## src/rtl/pdm_mic_ctrl_if.sv

```systemverilog
// Word output channel of the PDM mic controller: packed word plus valid/ready.
interface pdm_mic_ctrl_if #(
    parameter int unsigned WORD_W = 16
);
    logic [WORD_W-1:0] word_data;
    logic              word_valid;
    logic              word_ready;

    modport master (
        output word_data,
        output word_valid,
        input  word_ready
    );

    modport slave (
        input  word_data,
        input  word_valid,
        output word_ready
    );
endinterface

```

## src/rtl/pdm_mic_ctrl.sv

```systemverilog
// PDM MEMS mic sequencer: mic clock generation, warm-up gating, edge-selected
// sampling, MSB-first word packing and gated raw PDM pass-through.
module pdm_mic_ctrl #(
    parameter int unsigned CLK_DIV       = 50,
    parameter int unsigned WARMUP_CYCLES = 10000,
    parameter int unsigned WORD_W        = 16
) (
    input  logic           clk,
    input  logic           reset,
    input  logic           start,
    input  logic           stop,
    input  logic           lr_sel_cfg,
    input  logic           M_DATA,
    output logic           M_CLK,
    output logic           M_LRSEL,
    output logic           overrun,
    output logic           busy,
    output logic           audio_on,
    output logic           audio_pdm,
    pdm_mic_ctrl_if.master word
);

    localparam int unsigned DIV_W  = $clog2(CLK_DIV);
    localparam int unsigned WARM_W = $clog2(WARMUP_CYCLES + 1);
    localparam int unsigned BCNT_W = (WORD_W > 1) ? $clog2(WORD_W) : 1;

    typedef enum logic [1:0] {
        IDLE   = 2'd0,
        WARMUP = 2'd1,
        RUN    = 2'd2
    } state_t;

    state_t              state;
    logic [DIV_W-1:0]    div_cnt;
    logic [WARM_W-1:0]   warm_cnt;
    logic [BCNT_W-1:0]   bit_cnt;
    logic [WORD_W-2:0]   shreg;
    logic                stop_pend;

    logic                div_end;
    logic [DIV_W-1:0]    div_cnt_nxt;
    logic                mclk_rise;
    logic                mclk_fall;
    logic                sample_ev;
    logic                handshake;
    logic                go_idle;
    logic [WORD_W-1:0]   new_word;

    // Divider terminal count and the M_CLK edge it produces on this clk edge.
    assign div_end     = (div_cnt == DIV_W'(CLK_DIV - 1));
    assign div_cnt_nxt = div_end ? DIV_W'(0) : div_cnt + DIV_W'(1);
    assign mclk_rise   = (state != IDLE) && div_end && !M_CLK;
    assign mclk_fall   = (state != IDLE) && div_end && M_CLK;
    assign sample_ev   = M_LRSEL ? mclk_rise : mclk_fall;
    assign handshake   = word.word_valid && word.word_ready;
    assign new_word    = {shreg, M_DATA};

    // Leaving a session: warm-up stops at once, RUN waits for M_CLK low.
    assign go_idle = ((state == WARMUP) && stop) ||
                     ((state == RUN) && (stop || stop_pend) && !M_CLK);

    // Session FSM, divider, packer and all registered outputs.
    always_ff @(posedge clk or negedge reset) begin
        if (!reset) begin
            state           <= IDLE;
            div_cnt         <= '0;
            warm_cnt        <= '0;
            bit_cnt         <= '0;
            shreg           <= '0;
            stop_pend       <= 1'b0;
            M_CLK           <= 1'b0;
            M_LRSEL         <= 1'b0;
            overrun         <= 1'b0;
            busy            <= 1'b0;
            audio_on        <= 1'b0;
            audio_pdm       <= 1'b0;
            word.word_data  <= '0;
            word.word_valid <= 1'b0;
        end else begin
            if (handshake) begin
                word.word_valid <= 1'b0;
            end

            if (go_idle) begin
                state     <= IDLE;
                busy      <= 1'b0;
                audio_on  <= 1'b0;
                audio_pdm <= 1'b0;
                M_CLK     <= 1'b0;
                div_cnt   <= '0;
                bit_cnt   <= '0;
                stop_pend <= 1'b0;
            end else begin
                if (state != IDLE) begin
                    div_cnt <= div_cnt_nxt;
                    M_CLK   <= M_CLK ^ div_end;
                end

                case (state)
                    IDLE: begin
                        if (start && !stop) begin
                            state     <= WARMUP;
                            busy      <= 1'b1;
                            M_LRSEL   <= lr_sel_cfg;
                            overrun   <= 1'b0;
                            bit_cnt   <= '0;
                            shreg     <= '0;
                            warm_cnt  <= '0;
                            div_cnt   <= '0;
                            stop_pend <= 1'b0;
                        end
                    end

                    WARMUP: begin
                        if (mclk_rise) begin
                            warm_cnt <= warm_cnt + WARM_W'(1);
                            if (warm_cnt == WARM_W'(WARMUP_CYCLES - 1)) begin
                                state    <= RUN;
                                audio_on <= 1'b1;
                            end
                        end
                    end

                    RUN: begin
                        if (stop) begin
                            stop_pend <= 1'b1;
                        end
                        if (sample_ev) begin
                            audio_pdm <= M_DATA;
                            shreg     <= new_word[WORD_W-2:0];
                            if (bit_cnt == BCNT_W'(WORD_W - 1)) begin
                                bit_cnt <= '0;
                                if (!word.word_valid || word.word_ready) begin
                                    word.word_data  <= new_word;
                                    word.word_valid <= 1'b1;
                                end else begin
                                    overrun <= 1'b1;
                                end
                            end else begin
                                bit_cnt <= bit_cnt + BCNT_W'(1);
                            end
                        end
                    end

                    default: state <= IDLE;
                endcase
            end
        end
    end

endmodule

```

## src/flat_wrapper.sv

```systemverilog
// flat-port wrapper written by rule: the top's interface ports become plain ports
module pdm_mic_ctrl_flat 
#(
    parameter int unsigned CLK_DIV       = 50,
    parameter int unsigned WARMUP_CYCLES = 10000,
    parameter int unsigned WORD_W        = 16
)
  (clk, reset, start, stop, lr_sel_cfg, M_DATA, M_CLK, M_LRSEL, overrun, busy, audio_on, audio_pdm, word_word_data, word_word_valid, word_word_ready);
  pdm_mic_ctrl_if #(.WORD_W(WORD_W)) word_i ();
  input  logic clk;
  input  logic reset;
  input  logic start;
  input  logic stop;
  input  logic lr_sel_cfg;
  input  logic M_DATA;
  output logic M_CLK;
  output logic M_LRSEL;
  output logic overrun;
  output logic busy;
  output logic audio_on;
  output logic audio_pdm;
  output wire logic [$bits(word_i.word_data)-1:0] word_word_data;
  output wire logic [$bits(word_i.word_valid)-1:0] word_word_valid;
  input wire logic [$bits(word_i.word_ready)-1:0] word_word_ready;
  assign word_word_data = word_i.word_data;
  assign word_word_valid = word_i.word_valid;
  assign word_i.word_ready = word_word_ready;
  pdm_mic_ctrl #(.CLK_DIV(CLK_DIV), .WARMUP_CYCLES(WARMUP_CYCLES), .WORD_W(WORD_W)) u_core (.clk(clk), .reset(reset), .start(start), .stop(stop), .lr_sel_cfg(lr_sel_cfg), .M_DATA(M_DATA), .M_CLK(M_CLK), .M_LRSEL(M_LRSEL), .overrun(overrun), .busy(busy), .audio_on(audio_on), .audio_pdm(audio_pdm), .word(word_i));
endmodule
```

## config.mk

```make
export PLATFORM = sky130hd
export DESIGN_NAME = pdm_mic_ctrl_flat
export DESIGN_NICKNAME = d
export VERILOG_FILES = /design/src/rtl/pdm_mic_ctrl_if.sv /design/src/rtl/pdm_mic_ctrl.sv /design/src/flat_wrapper.sv
export SDC_FILE = /design/constraint.sdc
export NUM_CORES = 1
export LEC_CHECK = 0
export ABC_AREA = 1
export BUFFER_PORTS_ARGS = -buffer_cell sky130_fd_sc_hd__buf_2
export CAP_MARGIN = 20
export CORE_MARGIN = 4
export CORE_UTILIZATION = 31
export DETAILED_ROUTE_END_ITERATION = 10
export GPL_TIMING_DRIVEN = 0
export PLACE_DENSITY_LB_ADDON = 0.08
export SLEW_MARGIN = 20
export SYNTH_ARGS = -nofsm -noshare
export SYNTH_HDL_FRONTEND = slang
export SYNTH_SLANG_ARGS = --single-unit
```

## constraint.sdc

```tcl
create_clock -name clk -period 1.95 [get_ports clk]
set_clock_uncertainty 0.2 [all_clocks]
set_input_delay 0 -clock clk [delete_from_list [all_inputs] [get_ports clk]]
set_output_delay 0 -clock clk [all_outputs]
set_load 0.005 [all_outputs]
```

# --- After elaboration in Yosys (flattened, before gate mapping) ---
# Cells that the tools add are included.
word_totals:
  ff_bits: 65
  output_inout_bits: 23
  in_bits: 7
  word_cells: 121
classes:
  n_mux: 48
  eq_ne: 16
  bitwise: 2
  n_addsub: 3
  n_reduce_logical: 38
op_table:
  columns: ["op", "count"]
  rows:
  - ["$mux W15", 2]
  - ["$mux W6", 5]
  - ["$pmux W15 S2", 1]
  - ["$mux W14", 2]
  - ["$pmux W14 S2", 1]
  - ["$mux W1", 25]
  - ["$reduce_bool A2 Y1", 11]
  - ["$mux W4", 4]
  - ["$add A14 B1 Y14 const B", 1]
  - ["$eq A14 B14 Y1 const B", 1]
  - ["$reduce_and A3 Y1", 4]
  - ["$reduce_and A4 Y1", 3]
  - ["$ne A3 B1 Y1 const B", 3]
  - ["$logic_and A1 B1 Y1", 8]
  - ["$mux W2", 4]
  - ["$ne A2 B1 Y1 const B", 4]
  - ["$pmux W4 S2", 1]
  - ["$add A6 B1 Y6 const B", 1]
  - ["$eq A6 B6 Y1 const B", 1]
  - ["$ne A3 B2 Y1 const B", 2]
  - ["$pmux W2 S3", 1]
  - ["$reduce_and A6 Y1", 1]
  - ["$reduce_and A5 Y1", 1]
  - ["$add A4 B1 Y4 const B", 1]
  - ["other kinds (12)", 19]

# --- Logic depth before layout (Yosys ltp) ---
# Gate-level depths: netlist (run 1).
logic_depth:
  word_depth: 7
  depth_mapped: 11
  mapped_depth_nobuf: 10

# --- Least setup slack after synthesis (run 1) ---
# No wires, ideal clock.
synth_path:
  kind: "register to register"
  startpoint: "register u_core.div_cnt[1]"
  endpoint: "register u_core.shreg[10]"
  t_required_ns: 1.685
  setup_ns: 0.065
  path_stages_with_launch: 12
  path_slack_ns: 0.176
  synth_period_minus_slack_ns: 1.774
  n_path_buf: 1
  arrival_time_ns: 1.509
  cell_sequence: "dfrtp_1 inv_1 ha_1 nand3_1 nor2_4 nand4_4 nand2_4 nand2_4 nor2_8 buf_6 nand2_1 nand2_1"
synth_via:
  elab_chain_len: 6
  word_cells_on_any_way: 7
  cone_classes: "eq/ne: 2; mux: 1; reduce/logical: 4"
synth_lines:
  columns: ["element", "line", "source"]
  rows:
  - ["from (decl)", "pdm_mic_ctrl.sv:34", "logic [DIV_W-1:0] div_cnt;"]
  - ["from (signal assigned)", "pdm_mic_ctrl.sv:95", "div_cnt <= div_cnt_nxt;"]
  - ["$eq A6 B6 Y1 (*)", "pdm_mic_ctrl.sv:50", "assign div_end = (div_cnt == DIV_W'(CLK_DIV - 1));"]
  - ["$logic_and A1 B1 Y1 (*)", "pdm_mic_ctrl.sv:52, pdm_mic_ctrl.sv:53", null]
  - ["$logic_and A1 B1 Y1 (on tied branches)", "pdm_mic_ctrl.sv:53, pdm_mic_ctrl.sv:52", null]
  - ["$mux W1 (*)", "pdm_mic_ctrl.sv:54", "assign sample_ev = M_LRSEL ? mclk_rise : mclk_fall;"]
  - ["$ne A2 B1 Y1 (no line) (*)", null, null]
  - ["$reduce_and A4 Y1 (no line) (*)", null, null]
  - ["to (signal assigned)", "pdm_mic_ctrl.sv:130", "shreg <= new_word[WORD_W-2:0];"]
  - ["to (decl)", "pdm_mic_ctrl.sv:37", "logic [WORD_W-2:0] shreg;"]
# Every way passes the cells marked *; elsewhere a longest branch is shown, timed or not.
# A chain may end at the register's enable or synchronous reset.

# --- Final worst setup path (run 1) ---
layout_path:
  startpoint: "register u_core.div_cnt[1]"
  endpoint: "register u_core.word.word_data[10]"
layout_via:
  elab_chain_len: 5
  word_cells_on_any_way: 6
  cone_classes: "eq/ne: 1; mux: 1; reduce/logical: 4"
layout_lines:
  columns: ["element", "line", "source"]
  rows:
  - ["$eq A6 B6 Y1 (*)", "pdm_mic_ctrl.sv:50", null]
  - ["$logic_and A1 B1 Y1 (*)", "pdm_mic_ctrl.sv:52, pdm_mic_ctrl.sv:53", null]
  - ["$logic_and A1 B1 Y1 (on tied branches)", "pdm_mic_ctrl.sv:53, pdm_mic_ctrl.sv:52", null]
  - ["$mux W1 (*)", "pdm_mic_ctrl.sv:54", null]
  - ["$reduce_and A5 Y1 (no line) (*)", null, null]
  - ["to (signal assigned)", "pdm_mic_ctrl.sv:134", "word.word_data <= new_word;"]
  - ["to (decl)", "pdm_mic_ctrl_if.sv:10", "output word_data,"]
# Marks and branches as above.

==> results.sh, run 1 <==
export IMPL_worstPathBufferInverterCount=2
export IMPL_synthTopCellsByArea="dfrtp_1 48%, nand2_1 15%, inv_1 4.8%, o21ai_2 4.1%, nand3_1 3.3%"
export IMPL_clock_sinks=65
export IMPL_clock_tree_root_cell="clkbuf_8"
export IMPL_worst_skew_pair_late_latency_ps=340
export IMPL_syn_mean_instance_area_um2=8.40
export IMPL_setup_worst_path_start_class="register"
export IMPL_via_density_per_instance=4.45
export IMPL_floorplan_die_area_um2=12600
export IMPL_routed_via_count=2699
export IMPL_post_synth_xor_area_fraction=0.0259
export IMPL_muxShareOfSynthArea=0
export IMPL_fill_cells=1100
export IMPL_ys_dominant_reg_cell="dfrtp_1"
export IMPL_power_density_nw_per_um2=913
export IMPL_crit_type="register to register"
export IMPL_synth_top_area_share=0.482
export IMPL_finish_net_count=476
export IMPL_synth_seq_area_share=0.482
export IMPL_yosysWarningCount=0
export IMPL_vdd_ir_drop_worst_uv=742
export IMPL_grt_first_pass_wirelength_um=13000
export IMPL_htree_num_levels=3
export IMPL_setup_slack_ps=92.0
export IMPL_final_min_clock_period_ps=1860
export IMPL_synth_compound_area_share=0.0926
export IMPL_worst_setup_hold_path_clk_slew_ps=80
export IMPL_grt_antenna_before_repair=0
export IMPL_maxCapViolCount=0
export IMPL_post_synthesis_share_of_cell_area_spent_on_full_adders_half_adders_and_majority_gates=0.0148
export IMPL_area_delta_synth_final_pct=24.6
export IMPL_groute_usage_overall=0.127
export IMPL_synth_edf_count=0
export IMPL_outcome="complete, no violations"
export IMPL_timing_final_setup_violations=0
export IMPL_ys_seq_elements=65
export IMPL_io_buffer_count=29
export IMPL_std_cell_rows=37
export IMPL_synthArstFlopShare=1.00
export IMPL_place_ws_ps=-88.6
export IMPL_ant_nets=0
export IMPL_core_region_area_um2=10500
export IMPL_timing_max_slew_rel_slack=0.476
export IMPL_chipHeight_um=112
export IMPL_globalRouteOverflowTotal=0
export IMPL_detailedPlacementHpwl_um=5120
export IMPL_num_antenna_cells=0
export IMPL_synth_cell_type_count=34
export IMPL_pin_count=30
export IMPL_netlist_area_um2=3380
export IMPL_syn_num_nets=413
export IMPL_worst_path_largest_cell_delay_ps=400
export IMPL_tritoncts_num_buffers=9
export IMPL_slowest_stage="dfrtp_1"
export IMPL_initial_core_util=0.323
export IMPL_synth_cells=402
export IMPL_detail_route_wirelength_um=7460
export IMPL_grt_setup_unrepaired="yes"
export IMPL_chipWidth_um=112
export IMPL_drc=0
export IMPL_worstPathMaxFanout=10
export IMPL_post_synth_top_count_cell="nand2_1"
export IMPL_hold_viol=0
export IMPL_period_share=0.953
export IMPL_slew_viol_final=0
export IMPL_finish_utilization=0.402
export IMPL_worst_hold_slack_ps=210
export IMPL_routabilityCongestion=0.822
export IMPL_worstSetupEndpointType="register"
export IMPL_yosys_top_cells_count="136 x nand2_1, 65 x dfrtp_1, 43 x inv_1, 26 x nor2_1, 22 x nand3_1"
export IMPL_crit_arrival_ps=1900
export IMPL_cpMostUsedCell="nand3_4"
export IMPL_tightest_slew_ps=783
export IMPL_synth_simple_gate_area_share=0.310
export IMPL_largest_area_contributor_in_the_netlist="dfrtp_1"
export IMPL_wl_per_cell_um=12.3
export IMPL_timing_critical_path_max_delay_family="simple AND/OR/NAND/NOR gates"
export IMPL_timing_critical_path_cells="inv_2 > ha_4 > nand3_4 > nor2_4 > nand4_4 > nand2_4 > nand3_4 > buf_6 > nand2_1 > o21ai_2"
export IMPL_grt_max_degree=49
export IMPL_drtIter0Drc=89
export IMPL_drive_above_1_share=0.249
export IMPL_f_max_ghz=0.538
export IMPL_synth_top_family_by_area="simple AND/OR/NAND/NOR gates"
export IMPL_cts_root_to_sink_buffers=2
export IMPL_cp_required_ps=1990
export IMPL_drt_pass1_iterations=4
export IMPL_clock_tree_from_tritoncts="done"
export IMPL_grt_pass1_vias=2674
export IMPL_hold_crit_path_type="input port to register"
export IMPL_power_leakage_nw=2.05
-- registers in the layout, indices dropped and copies added (netlist names) --
register,cells
u_core.word.word_data,16
u_core.shreg,15
u_core.warm_cnt,14
u_core.div_cnt,6
u_core.bit_cnt,4
u_core.state,2
u_core.M_CLK,1
u_core.M_LRSEL,1
u_core.audio_on,1
u_core.audio_pdm,1
u_core.busy,1
u_core.overrun,1
u_core.stop_pend,1
u_core.word.word_valid,1
-- kinds of logic after synthesis --
logic type               count (synthesis)
AO/OA/AOI/OAI                           43
XOR/XNOR                                10
adder cells (fa/ha/maj)                  4
buffers and inverters                   56
flip-flops                              65
AND/OR/NAND/NOR                        224
-- where the power goes --
part | total (W) | leakage (nW) | internal [W] | switching, W
sequential | 0.00153 | 0.896 | 0.00143 | 0.000101
combinational | 0.000983 | 1.04 | 0.000359 | 0.000624
clock | 0.00132 | 0.115 | 0.000734 | 0.000591
-- cell usage in the layout, fill, tap and decap left out, types with 4 or more instances in the layout --
cell,instances
a21oi_1,5
buf_2,28
buf_4,15
buf_6,5
clkbuf_8,9
dfrtp_1,64
dlygate4sd3_1,9
inv_1,41
inv_2,6
nand2_1,133
nand2_2,7
nand2_4,4
nand3_1,21
nand4_1,10
nor2_1,25
nor2_4,4
nor3_1,10
o21ai_0,13
o21ai_2,16
xor2_1,9
-- stage by stage --
step	cells	TNS [ps]	area, um^2	total power [W]
global placement	567	-1440	3690	0.00236
CTS	601	0	4120	0.00380
floorplan	402	0	3380	0.00212
finish	606	0	4210	0.00384
detailed placement	568	-1720	3720	0.00238
global route	606	-237	4210	0.00410
-- worst register-to-register path, stage by stage (launching register included) --
cell     delay, ps
dfrtp_1        400
inv_2           80
ha_4           130
nand3_4         60
nor2_4         200
nand4_4        140
nand2_4        140
nand3_4        110
buf_6          170
nand2_1         80
o21ai_2         50
-- path summary, 6_finish.rpt --
| kind | start | to | slack [ps] | cells after the start |
|---|---|---|---|---|
| min in group asynchronous | reset | u_core.word.word_data[0]$_DFFE_PN0P_ | 610 | 4 |
| min reg2reg | u_core.overrun$_DFFE_PN0P_ | u_core.overrun$_DFFE_PN0P_ | 280 | 2 |
| min | M_DATA | u_core.shreg[0]$_DFFE_PN0P_ | 210 | 4 |
| max reg2reg | u_core.div_cnt[1]$_DFF_PN0_ | u_core.word.word_data[10]$_DFFE_PN0P_ | 90 | 10 |
| max in group asynchronous | reset | u_core.word.word_data[10]$_DFFE_PN0P_ | 450 | 3 |
| max | u_core.div_cnt[1]$_DFF_PN0_ | u_core.word.word_data[10]$_DFFE_PN0P_ | 90 | 10 |
-- cell type report --
| class | instances | area (um^2) | area share |
|---|---|---|---|
| clock buffer | 9 | 124 | 0.0294 |
| clock inverter | 7 | 100 | 0.0238 |
| tap | 136 | 170 | 0.0405 |
| sequential | 65 | 1630 | 0.387 |
| inverter | 49 | 186 | 0.0443 |
| timing repair buffer | 52 | 367 | 0.0872 |
| multi-input combinational | 281 | 1550 | 0.369 |
| buffer | 7 | 80.1 | 0.0190 |
-- metal layers --
metal  wire length (um)  part of all wire  track usage  vias up
li1                   -                 -            -     1405
met5                  0                 0            0        -
met4                 64            0.0086       0.0409        0
met3                329             0.044       0.0394        4
met2               3530              0.47        0.213       39
met1               3530              0.47        0.158     1251
-- timing repair --
item / 4_1_cts / 5_1_grt
hold endpoints to repair: 84 / 0
hold buffers: 9 / 0
endpoints found under the setup margin: 38 / 52
gates cloned: 1 / 0
pin swaps: 5 / 6
buffers inserted: 7 / 5
gates resized for setup: 7 / 15
Power figures use the tool's default switching activity.
==> run 2: changes to the inputs <==
- BUFFER_PORTS_ARGS: -buffer_cell sky130_fd_sc_hd__buf_2 -> not set
- DONT_BUFFER_PORTS: not set -> 1
- clock period: 1.95 -> 2.1 ns (I/O delays scaled with it)
==> run 2 against run 1 <==
Effect of this change: sequential power shrank 7%; critical path depth is the same; hold slack lost 210 ps; global-route usage shrank 0.84 points; combinational power shrank 19%; setup slack gained 45 ps; wire length shrank 2.9%; utilization shrank 2.0 points; critical path type unchanged; first-iteration DRC count grew 25%; total power shrank 14%; clock power shrank 17%; sequential cell count is the same.
==> results.sh, run 2 (synthesized netlist as in run 1, its figures left out) <==
export IMPL_outcome="complete, no violations"
export IMPL_wl_per_cell_um=12.7
export IMPL_design_power_total_w=0.00332
export IMPL_drt_pass1_iterations=4
export IMPL_routabilityCongestion=0.821
export IMPL_largest_register="u_core.word.word_data"
export IMPL_clock_tree_from_tritoncts="done"
export IMPL_power_frac_comb=0.240
export IMPL_worst_skew_pair_late_latency_ps=340
export IMPL_hold_viol=0
export IMPL_std_cell_rows=37
export IMPL_largest_register_ffs=16
export IMPL_chipWidth_um=112
export IMPL_grt_pass1_vias=2481
export IMPL_finish_net_count=439
export IMPL_fin_setup_tns_ps=0
export IMPL_worstPathBufferInverterCount=2
export IMPL_vdd_ir_drop_worst_uv=345
export IMPL_commonest_non_fill_non_tap_cell_in_the_layout="nand2_1"
export IMPL_via_density_per_instance=4.57
export IMPL_worst_hold_slack_ps=1.58
export IMPL_f_max_ghz=0.509
export IMPL_grt_first_pass_wirelength_um=12200
export IMPL_switching_share_of_total_power=0.353
export IMPL_worst_path_largest_cell_delay_ps=390
export IMPL_detailedPlacementHpwl_um=4900
export IMPL_timing_critical_path_max_delay_family="simple AND/OR/NAND/NOR gates"
export IMPL_commonest_cells_after_routing_fill_and_taps_aside="131 x nand2_1, 65 x dfrtp_1, 42 x inv_1"
export IMPL_crit_arrival_ps=2000
export IMPL_cpMostUsedCell="nand3_4"
export IMPL_power_density_nw_per_um2=830
export IMPL_period_share=0.935
export IMPL_initial_core_util=0.323
export IMPL_tritoncts_num_buffers=9
export IMPL_timing_final_setup_violations=0
export IMPL_power_leakage_nw=1.87
export IMPL_grt_setup_unrepaired="no"
export IMPL_fill_cells=1095
export IMPL_globalRouteOverflowTotal=0
export IMPL_floorplan_die_area_um2=12600
export IMPL_area_delta_synth_final_pct=18.3
export IMPL_hold_crit_path_type="input port to asynchronous set/reset pin"
export IMPL_final_min_clock_period_ps=1960
export IMPL_slew_viol_final=0
export IMPL_groute_usage_overall=0.119
export IMPL_cellInternalPower_w=0.00215
export IMPL_routed_via_count=2600
export IMPL_worst_setup_hold_path_clk_slew_ps=80
export IMPL_top_regs="u_core.word.word_data x16, u_core.shreg x15, u_core.warm_cnt x14"
export IMPL_clock_sinks=65
export IMPL_clkPwrFrac=0.331
export IMPL_seqCellArea_um2=1630
export IMPL_worstPathMaxFanout=7
export IMPL_io_buffer_count=0
export IMPL_worstSetupEndpointType="register"
export IMPL_drtIter0Drc=111
export IMPL_pin_count=30
export IMPL_ant_nets=0
export IMPL_timing_max_slew_rel_slack=0.695
export IMPL_cts_root_to_sink_buffers=2
export IMPL_drive_above_1_share=0.189
export IMPL_drc=0
export IMPL_clock_tree_root_cell="clkbuf_8"
export IMPL_grt_antenna_before_repair=0
export IMPL_slowest_stage="dfrtp_1"
export IMPL_timing_critical_path_cells="inv_2 > ha_4 > nand3_4 > nor2_4 > nand4_4 > nand2_4 > nand3_4 > clkbuf_16 > nand2_2 > o21ai_2"
export IMPL_cp_required_ps=2140
export IMPL_grt_max_degree=66
export IMPL_p_seq_frac=0.428
export IMPL_crit_type="register to register"
export IMPL_multi_input_area_um2=1550
export IMPL_num_antenna_cells=0
export IMPL_maxCapViolCount=0
export IMPL_htree_num_levels=3
export IMPL_detail_route_wirelength_um=7250
export IMPL_p_sw_w=0.00117
export IMPL_tightest_slew_ps=454
export IMPL_core_region_area_um2=10500
export IMPL_chipHeight_um=112
export IMPL_setup_worst_path_start_class="register"
[run 2: cell count changes in the layout (fill, tap and decap cells not counted), sizes merged]
cell,before,now
buf,50,13
clkbuf,9,11
clkinv,3,5
dlygate4sd3,9,7
bufinv,2,1
inv,51,50
[run 2: layer usage]
layer,vias to the layer above,track usage,wire length [um]
met5,-,0,0
met4,0,0.0385,80
li1,1330,-,-
met3,8,0.0394,269
met2,35,0.187,3420
met1,1227,0.155,3480
[run 2: worst paths after layout]
check	start	endpoint	slack [ps]	cells past startpoint
max	u_core.div_cnt[1]$_DFF_PN0_	u_core.word.word_data[0]$_DFFE_PN0P_	140	10
min	reset	u_core.word.word_data[3]$_DFFE_PN0P_	2	2
max reg2reg	u_core.div_cnt[1]$_DFF_PN0_	u_core.word.word_data[0]$_DFFE_PN0P_	140	10
min reg2reg	u_core.stop_pend$_DFFE_PN0P_	u_core.stop_pend$_DFFE_PN0P_	300	2
max in group asynchronous	reset	u_core.warm_cnt[12]$_DFFE_PN0P_	1410	2
min in group clk	M_DATA	u_core.shreg[0]$_DFFE_PN0P_	190	3
[run 2: power groups by stage]
stage / logic, W / clock network, W / registers [W]
after global placement: 0.000704 / 0 / 0.00144
after global routing: 0.000906 / 0.00122 / 0.00143
after detailed placement: 0.000703 / 0 / 0.00145
after floorplan: 0.000543 / 0 / 0.00143
after CTS: 0.000753 / 0.00116 / 0.00142
final: 0.000797 / 0.00110 / 0.00142
[run 2: layout make-up]
class | instances | share of cell area
inverter | 49 | 0.0467
buffer | 7 | 0.0197
tap | 136 | 0.0426
multi-input combinational | 281 | 0.387
clock buffer | 9 | 0.0310
clock inverter | 7 | 0.0194
sequential | 65 | 0.407
timing repair buffer | 15 | 0.0464
[run 2: per-stage QoR]
stage | cells | worst slack, ps | util | instance area [um^2]
after floorplan | 402 | 326 | - | 3380
after global placement | 538 | 62.7 | 0.339 | 3550
after detailed placement | 538 | 58.3 | 0.339 | 3550
after CTS | 562 | 38.9 | 0.368 | 3850
after global routing | 569 | 14.3 | 0.382 | 4000
final | 569 | 137 | 0.382 | 4000
[run 2: timing repair]
item / in CTS / in global routing
hold endpoints to repair: 94 / 0
endpoints found under the setup margin: 0 / 24
resized for setup: 0 / 16
setup buffers: 0 / 6
hold buffers: 8 / 0
[run 2: worst reg2reg max path: cells and delay by family, from the launching register on]
family          cells  cell delay (ps)
fa+ha+maj           1              130
compound gates      1               40
buf+inv             2              300
simple gates        6              790
flops               1              390
==> run 3: changes to the inputs <==
- CTS_CLUSTER_SIZE: not set -> 12
- PLACE_DENSITY: not set -> 0.49
- PLACE_DENSITY_LB_ADDON: 0.08 -> not set
==> run 3 against run 2 <==
Effect of this change: global-route usage decreased by 0.11 points; clock power grew 6%; largest power group unchanged; total power rose by 1.6%; wire length fell by 3.1%; sequential cell count is the same; critical path type unchanged; cell area fell by 1.0%.
==> results.sh, run 3 (synthesized netlist as in run 1, its figures left out) <==
export IMPL_outcome="complete, no violations"
export IMPL_drt_pass1_iterations=4
export IMPL_crit_arrival_ps=2070
export IMPL_place_ws_ps=57.0
export IMPL_slew_viol_final=0
export IMPL_cts_root_to_sink_buffers=2
export IMPL_crit_type="register to register"
export IMPL_tightest_slew_ps=438
export IMPL_timing_critical_path_max_delay_family="simple AND/OR/NAND/NOR gates"
export IMPL_power_leakage_nw=1.85
export IMPL_worst_setup_hold_path_clk_slew_ps=80
export IMPL_cpMostUsedCell="nand2_1"
export IMPL_hold_crit_path_type="input port to asynchronous set/reset pin"
export IMPL_commonest_non_fill_non_tap_cell_in_the_layout="nand2_1"
export IMPL_vdd_ir_drop_worst_uv=261
export IMPL_detailedPlacementHpwl_um=4780
export IMPL_clkPwrFrac=0.349
export IMPL_drtIter0Drc=134
export IMPL_p_sw_w=0.00113
export IMPL_period_share=0.946
export IMPL_worstSetupEndpointType="register"
export IMPL_setup_slack_ps=113
export IMPL_chipHeight_um=112
export IMPL_grt_pass1_vias=2493
export IMPL_htree_num_levels=3
export IMPL_finish_utilization=0.378
export IMPL_ant_nets=0
export IMPL_drc=0
export IMPL_area_delta_synth_final_pct=17.1
export IMPL_slowest_stage="dfrtp_1"
export IMPL_worstPathMaxFanout=6
export IMPL_final_min_clock_period_ps=1990
export IMPL_top_regs="u_core.word.word_data x16, u_core.shreg x15, u_core.warm_cnt x14"
export IMPL_globalRouteOverflowTotal=0
export IMPL_routed_via_count=2589
export IMPL_maxCapViolCount=0
export IMPL_timing_max_slew_rel_slack=0.706
export IMPL_cp_required_ps=2180
export IMPL_placed_area_um2=3550
export IMPL_io_buffer_count=0
export IMPL_fin_cells=568
export IMPL_setup_worst_path_start_class="register"
export IMPL_core_region_area_um2=10500
export IMPL_f_max_ghz=0.503
export IMPL_worstPathBufferInverterCount=2
export IMPL_grt_antenna_before_repair=0
export IMPL_timing_final_setup_violations=0
export IMPL_clock_sinks=65
export IMPL_dpl_cell_count=538
export IMPL_worst_skew_pair_late_latency_ps=340
export IMPL_tritoncts_num_buffers=9
export IMPL_commonest_cells_after_routing_fill_and_taps_aside="136 x nand2_1, 65 x dfrtp_1, 42 x inv_1"
export IMPL_num_antenna_cells=0
export IMPL_finish_net_count=438
export IMPL_grt_max_degree=66
export IMPL_cellInternalPower_w=0.00224
export IMPL_power_density_nw_per_um2=852
export IMPL_drive_above_1_share=0.176
export IMPL_worst_path_largest_cell_delay_ps=410
export IMPL_p_seq_frac=0.422
export IMPL_clock_tree_from_tritoncts="done"
export IMPL_wl_per_cell_um=12.4
export IMPL_largest_register="u_core.word.word_data"
export IMPL_clock_tree_root_cell="clkbuf_8"
export IMPL_fin_setup_tns_ps=0
export IMPL_std_cell_rows=37
export IMPL_pin_count=30
export IMPL_chipWidth_um=112
export IMPL_largest_register_ffs=16
export IMPL_switching_share_of_total_power=0.335
export IMPL_floorplan_die_area_um2=12600
export IMPL_via_density_per_instance=4.56
export IMPL_detail_route_wirelength_um=7020
export IMPL_initial_core_util=0.323
export IMPL_layout_cell_area_non_filler_um2=3950
export IMPL_timing_critical_path_cells="inv_2 > ha_2 > nand3_2 > nor2_4 > nand4_4 > nand2_4 > nand2_8 > nor2_8 > clkbuf_16 > nand2_1 > nand2_1"
export IMPL_hold_viol=0
export IMPL_grt_first_pass_wirelength_um=12200
export IMPL_groute_usage_overall=0.118
export IMPL_routabilityCongestion=0.828
export IMPL_power_frac_comb=0.229
## run 3: changes by cell type in the layout (fill, tap and decap cells not counted), sizes merged
cell and delta:
clkinvlp +1, bufinv +1, clkbuf -1, inv -2
## run 3: worst reg2reg max path, cell delays in order (launching register included)
cell	delay (ps)
dfrtp_1	410
inv_2	60
ha_2	170
nand3_2	80
nor2_4	210
nand4_4	140
nand2_4	150
nand2_8	80
nor2_8	180
clkbuf_16	160
nand2_1	40
nand2_1	50
## run 3: stage by stage
step,total power [W],hold WS [ps]
floorplan,0.00197,-496
global placement,0.00213,-493
detailed placement,0.00214,-494
CTS,0.00338,16.2
global route,0.00358,22.6
finish,0.00337,4.93
## run 3: final timing paths
path | from | endpoint | slack (ps) | cells after the start
max | u_core.div_cnt[1]$_DFF_PN0_ | u_core.shreg[14]$_DFFE_PN0P_ | 110 | 11
min | reset | u_core.word.word_data[14]$_DFFE_PN0P_ | 5 | 2
max reg2reg | u_core.div_cnt[1]$_DFF_PN0_ | u_core.shreg[14]$_DFFE_PN0P_ | 110 | 11
min reg2reg | u_core.shreg[9]$_DFFE_PN0P_ | u_core.shreg[10]$_DFFE_PN0P_ | 290 | 2
max in group asynchronous | reset | u_core.audio_on$_DFFE_PN0P_ | 1420 | 2
min in group clk | M_DATA | u_core.shreg[0]$_DFFE_PN0P_ | 180 | 3
## run 3: timing repair
item / 4_1_cts / 5_1_grt
resized for setup: 0 / 7
endpoints found under the setup margin: 0 / 26
hold buffers: 8 / 0
hold endpoints to repair: 95 / 0
buffers inserted: 0 / 5
## run 3: cell type report
class	count	area, um^2
buffer	7	70.1
clock buffer	9	124
clock inverter	7	95.1
fill	1070	6510
inverter	49	186
multi-input combinational	281	1520
sequential	65	1630
tap	136	170
timing repair buffer	14	160
## run 3: metal layers
metal	wire length, um	global-route usage
met1	3210	0.143
met2	3390	0.196
met3	335	0.0383
met4	91	0.0433
met5	0	0
## run 3: power groups by stage
stage               clock network, W  logic [W]  registers (W)
finish                       0.00117   0.000773        0.00142
global route                 0.00128   0.000870        0.00143
CTS                          0.00121   0.000745        0.00142
detailed placement                 0   0.000697        0.00145
global placement                   0   0.000689        0.00144
floorplan                          0   0.000543        0.00143
